$ cat src/rtl/likesram_arbiter.sv
// -----------------------------------------------------------------------------
// likesram_arbiter
//
// Shares one sram-like slave port between the instruction and data sram-like
// masters. Only one transaction is in flight at a time: the grant is taken in
// IDLE and stays locked through the address phase (REQ) and the response phase
// (RESP). When both masters request together, the one that did not win the
// previous address handshake goes first, so neither can be starved.
//
// Ports
//   clk, resetn                        clock, asynchronous active-low reset
//   inst_* (req/wr/size/addr/wdata)    instruction master request side
//   inst_addr_ok/data_ok/rdata         instruction master handshakes and data
//   data_*                             same set, for the data master
//   s_req/wr/size/addr/wdata           request forwarded to the slave
//   s_addr_ok/data_ok/rdata            slave handshakes and read data
//   busy                               high whenever a grant is held
// -----------------------------------------------------------------------------
module likesram_arbiter #(
  parameter int ADDR_W = 32,
  parameter int DATA_W = 32
) (
  input  logic              clk,
  input  logic              resetn,
  // instruction master
  input  logic              inst_req,
  input  logic              inst_wr,
  input  logic [1:0]        inst_size,
  input  logic [ADDR_W-1:0] inst_addr,
  input  logic [DATA_W-1:0] inst_wdata,
  output logic              inst_addr_ok,
  output logic              inst_data_ok,
  output logic [DATA_W-1:0] inst_rdata,
  // data master
  input  logic              data_req,
  input  logic              data_wr,
  input  logic [1:0]        data_size,
  input  logic [ADDR_W-1:0] data_addr,
  input  logic [DATA_W-1:0] data_wdata,
  output logic              data_addr_ok,
  output logic              data_data_ok,
  output logic [DATA_W-1:0] data_rdata,
  // shared slave
  output logic              s_req,
  output logic              s_wr,
  output logic [1:0]        s_size,
  output logic [ADDR_W-1:0] s_addr,
  output logic [DATA_W-1:0] s_wdata,
  input  logic [DATA_W-1:0] s_rdata,
  input  logic              s_addr_ok,
  input  logic              s_data_ok,
  output logic              busy
);

  typedef enum logic [1:0] {
    ST_IDLE = 2'd0,
    ST_REQ  = 2'd1,
    ST_RESP = 2'd2
  } state_t;

  // Owner / last encoding: 0 = instruction master, 1 = data master.
  state_t r_state;
  state_t w_state_nxt;
  logic   r_owner;
  logic   r_last;
  logic   w_owner_nxt;
  logic   w_last_nxt;

  logic   w_any_req;
  logic   w_winner;
  logic   w_sel;
  logic   w_fwd;
  logic   w_addr_ok;
  logic   w_data_ok;

  // NOTE: state registers use non-blocking assignments so every flop samples
  // the pre-edge value of every other flop, independent of block ordering.
  always_ff @(posedge clk or negedge resetn) begin
    if (!resetn) begin
      r_state <= ST_IDLE;
      r_owner <= 1'b0;
      r_last  <= 1'b0;
    end else begin
      r_state <= w_state_nxt;
      r_owner <= w_owner_nxt;
      r_last  <= w_last_nxt;
    end
  end

  // NOTE: every output of this block gets a default before the case so no
  // path leaves a signal unassigned, which would otherwise infer a latch.
  always_comb begin
    w_state_nxt  = r_state;
    w_owner_nxt  = r_owner;
    w_last_nxt   = r_last;
    w_fwd        = 1'b0;
    w_addr_ok    = 1'b0;
    w_data_ok    = 1'b0;
    s_req        = 1'b0;
    s_wr         = 1'b0;
    s_size       = '0;
    s_addr       = '0;
    s_wdata      = '0;

    // Requests are masked while reset is asserted so that every output reads
    // zero during reset even if the masters keep their requests raised.
    w_any_req = resetn & (inst_req | data_req);
    // Tie goes to the master that did not take the previous address handshake.
    w_winner  = (inst_req & data_req) ? ~r_last : data_req;
    // Arbitration only happens in IDLE; afterwards the locked owner is used.
    w_sel     = (r_state == ST_IDLE) ? w_winner : r_owner;

    unique case (r_state)
      ST_IDLE: begin
        if (w_any_req) begin
          w_fwd       = 1'b1;
          s_req       = 1'b1;
          w_owner_nxt = w_winner;
          if (s_addr_ok) begin
            w_addr_ok   = 1'b1;
            w_last_nxt  = w_winner;
            w_state_nxt = ST_RESP;
          end else begin
            w_state_nxt = ST_REQ;
          end
        end
      end
      ST_REQ: begin
        w_fwd = 1'b1;
        s_req = r_owner ? data_req : inst_req;
        if (s_addr_ok) begin
          w_addr_ok   = 1'b1;
          w_last_nxt  = r_owner;
          w_state_nxt = ST_RESP;
        end
      end
      ST_RESP: begin
        // Address/data stay on the owner's values; s_req is low so the slave
        // treats them as don't-care. s_addr_ok is ignored here.
        w_fwd = 1'b1;
        if (s_data_ok) begin
          w_data_ok   = 1'b1;
          w_state_nxt = ST_IDLE;
        end
      end
      default: begin
        w_state_nxt = ST_IDLE;
      end
    endcase

    if (w_fwd) begin
      s_wr    = w_sel ? data_wr    : inst_wr;
      s_size  = w_sel ? data_size  : inst_size;
      s_addr  = w_sel ? data_addr  : inst_addr;
      s_wdata = w_sel ? data_wdata : inst_wdata;
    end
  end

  // Handshakes are routed only to the granted master.
  assign inst_addr_ok = w_addr_ok & ~w_sel;
  assign data_addr_ok = w_addr_ok &  w_sel;
  assign inst_data_ok = w_data_ok & ~r_owner;
  assign data_data_ok = w_data_ok &  r_owner;

  // Read data is broadcast; each master qualifies it with its own data_ok.
  assign inst_rdata = s_rdata;
  assign data_rdata = s_rdata;

  assign busy = (r_state != ST_IDLE);

endmodule

$ cat config.mk
export PLATFORM = sky130hd
export DESIGN_NAME = likesram_arbiter
export DESIGN_NICKNAME = d
export VERILOG_FILES = /design/src/rtl/likesram_arbiter.sv
export SDC_FILE = /design/constraint.sdc
export NUM_CORES = 1
export LEC_CHECK = 0
export BUFFER_PORTS_ARGS = -buffer_cell sky130_fd_sc_hd__buf_4
export CAP_MARGIN = 25
export CORE_AREA = 2 2 120 122
export DETAILED_ROUTE_END_ITERATION = 8
export DIE_AREA = 0 0 122 124
export GPL_TIMING_DRIVEN = 1
export PLACE_DENSITY_LB_ADDON = 0.08
export SYNTH_ARGS = -nofsm -noshare
export SYNTH_HDL_FRONTEND = slang
export SYNTH_SLANG_ARGS = --single-unit
export TNS_END_PERCENT = 100
$ cat constraint.sdc
create_clock -name clk -period 2.3 [get_ports clk]
set_input_delay 0.23 -clock clk [delete_from_list [all_inputs] [get_ports clk]]
set_output_delay 0.23 -clock clk [all_outputs]
set_load 0.01 [all_outputs]
**Word level (Yosys, flattened, before mapping)**

Index checks and enable logic that the tools add are counted.

- Reductions and logical operators: 7
- Bitwise logic cells: 10
- Equal/unequal tests: 6
- Multiplexer cells: 28

Operators with widths:

| cell | number |
|---|---|
| two-way mux 32 bit | 4 |
| two-way mux 1 bit | 13 |
| two-way mux 2 bit | 6 |
| inequality test 2 bit, second input constant | 4 |
| one-hot mux 1 bit (2 select lines) | 4 |
| AND 1 bit | 6 |
| one-hot mux 2 bit (3 select lines) | 1 |
| AND reduction 4 bit | 1 |
| nonzero test 2 bit | 2 |
| inverter 1 bit | 3 |
| AND reduction 3 bit | 1 |
| == test 2 x 1 -> 1 bit, second input constant | 1 |
| == test 2 bit, second input constant | 1 |
| logical NOT 2 bit | 1 |
| AND reduction 2 bit | 1 |
| OR reduction 2 bit | 1 |
| OR 1 bit | 1 |

- Output and inout port bits: 137
- Flip-flop bits (word level): 4
- Word-level logic and storage cells: 54
- Input bits: 172

**Logic depth before layout (Yosys ltp)**

Gate-level depths: netlist of the first run.

- Depth after elaboration: 5
- Mapped depth: 9
- Depth with buffers taken out: 6

**Least setup slack after synthesis of the first run**

OpenSTA, ideal clock, no wires.

- Kind: register -> output
- From: register r_state[0]
- To: output s_addr[10]
- Cell stages (with the launch flop): 9
- Data required time: 2070 ps
- Slack: 474 ps
- Buffers on the path: 3
- Arrival time: 1596 ps
- Cells stage by stage: dfrtp_1 inv_1 ha_1 buf_4 mux2i_4 buf_4 buf_2 nand2_1 a21oi_2

- Word-level cells in the longest chain between the ends: 4

RTL lines:

| what | RTL line | text |
|---|---|---|
| start, declared | 62 | `state_t r_state;` |
| start signal, assigned | 84 | `r_state <= w_state_nxt;` |
| == test 2 bit, or another cell as far along | 113 | `unique case (r_state)` |
| OR reduction 2 bit (no line) / two-way mux 1 bit (equally long branches) | - |  |
| one-hot mux 1 bit (2 select lines) / two-way mux 32 bit (equally long branches) | 113, 154 |  |
| two-way mux 32 bit * | 151 | `if (w_fwd) begin` |
| end, declared | 47 | `output logic [ADDR_W-1:0] s_addr,` |

Every way passes the cells marked *; elsewhere a longest branch is shown, timed or not.

**Final worst setup path of the first run**

- From: register r_state[0]
- To: output s_size[1]

- Word-level cells in the longest chain between the ends: 4

RTL lines:

| what | RTL line | text |
|---|---|---|
| == test 2 bit, or another cell as far along | 113 |  |
| OR reduction 2 bit (no line) / two-way mux 1 bit (equally long branches) | - |  |
| one-hot mux 1 bit (2 select lines) / two-way mux 2 bit (equally long branches) | 113, 153 |  |
| two-way mux 2 bit * | 151 |  |
| end, declared | 46 | `output logic [1:0] s_size,` |

Marked as above.

==> impl_metrics.env, run 1 <==
export IMPL_drt_initial_drc_count=91
export IMPL_fin_area_sq_um=3390
export IMPL_synth_yosys_warnings=0
export IMPL_io_pins=309
export IMPL_syn_nets=506
export IMPL_fin_ws_ns=0.114
export IMPL_place_ws_ns=0.128
export IMPL_cp_arrival_ns=1.96
export IMPL_drcViolationCount=0
export IMPL_yosysSeqAreaShare=0.0518
export IMPL_clk_pin_slew_worst_paths_ns=0.03
export IMPL_firstDrtPassIters=4
export IMPL_ir_drop_v=0.000471
export IMPL_drive_above_1_share=0.537
export IMPL_synth_area_sq_um=1930
export IMPL_min_path_type="in -> reg"
export IMPL_htree_levels=1
export IMPL_fp_dieW_um=122
export IMPL_place_area_sq_um=3240
export IMPL_maxSlewViolCount=0
export IMPL_layout_commonest_cell="buf_4"
export IMPL_hold_viol=0
export IMPL_dp_cells=643
export IMPL_worst_slew_pin_slew_ns=0.303
export IMPL_setup_worst_path_class="reg -> out"
export IMPL_diodes=0
export IMPL_yosysUniqueCellTypes=24
export IMPL_syn2layout_area_growth_pct=75.4
export IMPL_dp_hpwl_um=6840
export IMPL_fmaxAchievable_mhz=457
export IMPL_cap_violations=0
export IMPL_vias_per_cell=3.90
export IMPL_power_leakage_nw=1.75
export IMPL_slowest_stage="dfrtp_1"
export IMPL_wl_per_cell_um=13.5
export IMPL_start_util=0.141
export IMPL_cp_required_ns=2.07
export IMPL_dieArea_sq_um=15100
export IMPL_critPathLaunchType="register"
export IMPL_cts_root_buffer="clkbuf_16"
export IMPL_worstPathCellList="inv_1 -> ha_4 -> mux2i_4 -> buf_4 -> buf_12 -> nand2_1 -> a21oi_1 -> buf_4"
export IMPL_syn_inst=330
export IMPL_fin_crit_sh=0.951
export IMPL_final_cell_mix="buf_4 (216), nand2_1 (136), a21oi_1 (49)"
export IMPL_grt_ovfl_total=0
export IMPL_setup_violations=0
export IMPL_finalNonFillerCells=651
export IMPL_power_total_mw=4.21
export IMPL_antenna_found_initial=0
export IMPL_min_period_ns=2.19
export IMPL_grt_util_all_layers=0.101
export IMPL_gp_congestion=0.737
export IMPL_synth_avg_cell_area_sq_um=5.85
export IMPL_synth_seq_cells=4
export IMPL_nNetsFinal=649
export IMPL_grt_max_degree=39
export IMPL_grt_pass1_wl_um=12300
export IMPL_end_kind="primary output"
export IMPL_clock_latency_ns=0.23
export IMPL_fillers=1555
export IMPL_clock_sinks=4
export IMPL_skew_ns=0.00481
export IMPL_via_count=2539
export IMPL_cts_tree="yes"
export IMPL_max_slew_margin_rel=0.798
export IMPL_core_area_sq_um=13700
export IMPL_numCtsBuffers=3
export IMPL_die_h_um=124
export IMPL_path_max_fanout=19
export IMPL_cpMostUsedCell="buf_4"
export IMPL_wl_um=8790
export IMPL_fp_row_count=43
export IMPL_clock_path_buffers=2
export IMPL_ant_nets=0
export IMPL_status="complete, no violations"
export IMPL_max_stage_delay_ns=0.42
export IMPL_power_density_nw_per_um2=1240
export IMPL_grt_pass1_vias=2449
export IMPL_portBuffers=212
-- through the flow --
step / hold slack, ns / TNS, ns / util
after global placement: 0.0406 / 0 / 0.236
final: 0.246 / 0 / 0.247
after CTS: 0.241 / 0 / 0.242
after detailed placement: 0.0386 / 0 / 0.236
after floorplan: -0.0656 / 0 / -
after global routing: 0.278 / -0.00143 / 0.247
-- power by group --
part           internal, mW  switching, mW  total [mW]
clock                 0.222         0.0523       0.275
combinational          1.78           2.01        3.78
sequential            0.101         0.0476       0.149
-- worst max-delay path, delay by kind of cell (launching register included) --
| kind | cells | cell delay [ns] |
|---|---|---|
| compound gates | 1 | 0.17 |
| buf+inv | 4 | 0.60 |
| flops | 1 | 0.42 |
| mux | 1 | 0.25 |
| fa+ha+maj | 1 | 0.21 |
| simple gates | 1 | 0.06 |
-- cells in the mapped netlist --
| library cell | instances | area (sq um) |
|---|---|---|
| buf_2 | 9 | 45.0 |
| a21oi_2 | 20 | 175 |
| inv_1 | 5 | 18.8 |
| nor2b_1 | 1 | 6.26 |
| clkbuf_1 | 4 | 15.0 |
| mux2_4 | 1 | 15.0 |
| buf_4 | 66 | 495 |
| o21bai_2 | 1 | 11.3 |
| nand2_1 | 136 | 510 |
| mux2i_1 | 2 | 20.0 |
| buf_6 | 7 | 78.8 |
| mux2_2 | 1 | 11.3 |
| a31oi_1 | 3 | 18.8 |
| nor2_1 | 5 | 18.8 |
| a21oi_1 | 49 | 245 |
| nor4_1 | 1 | 6.26 |
| a21boi_4 | 1 | 18.8 |
| o211ai_1 | 1 | 7.51 |
| mux2i_4 | 1 | 22.5 |
| and3_1 | 1 | 6.26 |
| ha_1 | 4 | 50.1 |
| o21ai_1 | 1 | 5.00 |
| o21ai_0 | 6 | 30.0 |
| dfrtp_1 | 4 | 100 |
-- sequential cells by signal, summed over array words and instances, names as in the netlist --
signal   count
r_owner      1
r_state      2
r_last       1
-- timing repair --
item / 4_1_cts / 5_1_grt
hold buffers: 1 / 0
hold endpoints to repair: 4 / 0
resized for setup: 2 / 2
gates cloned: 0 / 1
setup buffers: 0 / 3
endpoints found under the setup margin: 55 / 60
-- metal layers --
metal  track usage  up-vias  part of all wire
li1              -     1278                 -
met1         0.115     1094              0.37
met2         0.189      152              0.51
met3        0.0261       15              0.10
met4        0.0223        0             0.014
met5             0        -                 0
-- cells by family (layout without fill, tap and decap cells) --
family,after synthesis,after routing,synth area share
DFF,4,4,0.0518
and+or+nand+nor,144,144,0.284
AOI/OAI and AO/OA,82,82,0.265
adders and majority gates,4,4,0.0259
muxes,5,5,0.0356
buffers and inverters,91,232,0.338
-- final timing paths --
path,slack (ns),cells after the start,end,from
hold reg to reg,0.61,2,r_last,r_last
setup / recovery,0.11,8,s_size[1],r_state[0]
setup reg to reg,0.77,6,r_state[1],r_state[0]
min in group asynchronous,0.34,2,r_last,resetn
max in group asynchronous,1.84,2,r_state[1],resetn
hold / removal,0.25,2,r_last,s_addr_ok
-- cell type report --
type / count / area, sq um / share of cell area
Inverter: 5 / 18.8 / 0.00554
Tap cell: 180 / 225 / 0.0665
Timing Repair Buffer: 224 / 1770 / 0.522
Clock buffer: 3 / 75.1 / 0.0222
Multi-Input combinational cell: 235 / 1200 / 0.355
Sequential cell: 4 / 100 / 0.0295
(Power assumes the default switching activity.)
==> run 2: changes to the inputs <==
- CORE_AREA: 2 2 120 122 -> 2 2 119 121
- DIE_AREA: 0 0 122 124 -> 0 0 121 123
- clock period: 2.3 -> 2 ns (I/O delays scaled with it)
==> impl_metrics.env, run 2 (synthesized netlist as in run 1, its figures left out) <==
export IMPL_die_h_um=123
export IMPL_min_period_ns=2.09
export IMPL_rr_worst_depth=8
export IMPL_cts_root_buffer="clkbuf_16"
export IMPL_place_ws_ns=-0.0549
export IMPL_fmaxAchievable_mhz=479
export IMPL_antenna_found_initial=0
export IMPL_rr_endpoint="r_last"
export IMPL_fin_area_sq_um=4210
export IMPL_critPathCapture="s_addr[25]"
export IMPL_crit_start="r_state[0]"
export IMPL_setup_violations=65
export IMPL_power_density_nw_per_um2=1570
export IMPL_reg_top3="r_state: 2 flops, r_last: 1 flops, r_owner: 1 flops"
export IMPL_firstDrtPassIters=4
export IMPL_wl_per_cell_um=15.4
export IMPL_numCtsBuffers=3
export IMPL_top_usage_layer="met2"
export IMPL_fp_dieW_um=121
export IMPL_slowest_stage="dfrtp_1"
export IMPL_nNetsFinal=676
export IMPL_cts_tree="yes"
export IMPL_final_cell_mix="buf_4 (226), nand2_1 (85), a21oi_2 (52)"
export IMPL_fin_ws_ns=-0.0868
export IMPL_htree_levels=1
export IMPL_layout_commonest_cell="buf_4"
export IMPL_grt_max_degree=40
export IMPL_maxSlewViolCount=0
export IMPL_grt_ovfl_total=0
export IMPL_setup_worst_path_class="reg -> out"
export IMPL_io_pins=309
export IMPL_clock_path_buffers=2
export IMPL_violations="setup timing"
export IMPL_drive_above_1_share=0.735
export IMPL_clock_latency_ns=0.23
export IMPL_syn2layout_area_growth_pct=118
export IMPL_dp_hpwl_um=6390
export IMPL_path_max_fanout=7
export IMPL_ant_nets=0
export IMPL_cp_arrival_ns=1.89
export IMPL_min_path_type="in -> reg"
export IMPL_clk_pin_slew_worst_paths_ns=0.03
export IMPL_drt_initial_drc_count=47
export IMPL_skew_ns=0.00252
export IMPL_ir_drop_v=0.000647
export IMPL_drcViolationCount=0
export IMPL_wl_um=10500
export IMPL_grt_util_all_layers=0.112
export IMPL_fp_row_count=43
export IMPL_via_count=2765
export IMPL_rr_startpoint="r_state[1]"
export IMPL_top_register="r_state"
export IMPL_place_area_sq_um=3270
export IMPL_grt_pass1_wl_um=13300
export IMPL_fin_util=0.310
export IMPL_power_total_mw=6.63
export IMPL_setup_tns_final_ns=-3.00
export IMPL_fin_crit_sh=1.04
export IMPL_diodes=0
export IMPL_cp_required_ns=1.80
export IMPL_status="finished, violations left"
export IMPL_vias_per_cell=4.08
export IMPL_clock_sinks=4
export IMPL_grt_pass1_vias=2624
export IMPL_largest_reg_flops=2
export IMPL_hold_viol=0
export IMPL_power_leakage_nw=2.11
export IMPL_portBuffers=212
export IMPL_use_met1=0.123
export IMPL_ff2ff_setup_slack_ns=0.44
export IMPL_max_stage_delay_ns=0.38
export IMPL_use_met2=0.215
export IMPL_cap_violations=0
export IMPL_critPathLaunchType="register"
export IMPL_gp_congestion=0.780
export IMPL_worst_slew_pin_slew_ns=0.301
export IMPL_met3_usage=0.0263
export IMPL_worstPathCellList="inv_2 -> ha_4 -> mux2i_4 -> buf_6 -> buf_12 -> clkbuf_16 -> nand2_1 -> a21oi_1 -> buf_4"
export IMPL_core_area_sq_um=13600
export IMPL_dieArea_sq_um=14900
export IMPL_rsz0062_at_grt="true"
export IMPL_start_util=0.142
export IMPL_max_slew_margin_rel=0.797
export IMPL_end_kind="primary output"
run 2: cell count changes in the layout (fill, tap and decap cells not counted), sizes merged:
cell and change:
clkbuf +6, buf +21
run 2: critical path: cells and delay by family (launching register included):
| family | cells | cell delay (ns) |
|---|---|---|
| buf+inv | 5 | 0.67 |
| flops | 1 | 0.38 |
| mux | 1 | 0.26 |
| fa+ha+maj | 1 | 0.18 |
| compound gates | 1 | 0.12 |
| simple gates | 1 | 0.06 |
run 2: report_power, final:
group          internal [mW]  switching (mW)  total (mW)
clock                  0.256          0.0584       0.314
combinational           3.07            3.08        6.15
sequential             0.116          0.0484       0.165
total                   3.44            3.19        6.63
run 2: cell type report:
type                       instances  area [sq um]
clock buffer                       3          75.1
fill                            1474          9400
inverter                           5          18.8
multi-input combinational        235          1590
sequential                         4           100
tap                              180           225
timing repair buffer             251          2200
run 2: timing repair:
action	4_1_cts	5_1_grt
endpoints found under the setup margin	69	69
hold endpoints to repair	4	0
buffers inserted	9	6
pin swaps	21	35
hold buffers	1	0
gates resized for setup	49	81
gates cloned	4	9
run 2: metal layers:
| metal | part of all wire | up-vias |
|---|---|---|
| met5 | 0 | - |
| met4 | 0.013 | 0 |
| met3 | 0.071 | 22 |
| met2 | 0.53 | 128 |
| met1 | 0.38 | 1275 |
| li1 | - | 1340 |
run 2: worst min-delay path by stage:
stage	to	cells after the start	startpoint
finish	r_last	2	s_addr_ok
global placement	r_state[0]	1	resetn
detailed placement	r_state[0]	1	resetn
CTS	r_last	2	s_addr_ok
floorplan	r_last	0	resetn
global route	r_last	2	s_addr_ok
run 2: through the flow:
step / std cells / hold WS [ns]
4_1_cts: 664 / 0.234
2_1_floorplan: 330 / -0.0956
6_report: 678 / 0.233
3_3_place_gp: 647 / 0.0151
3_5_place_dp: 647 / 0.0133
5_1_grt: 678 / 0.274
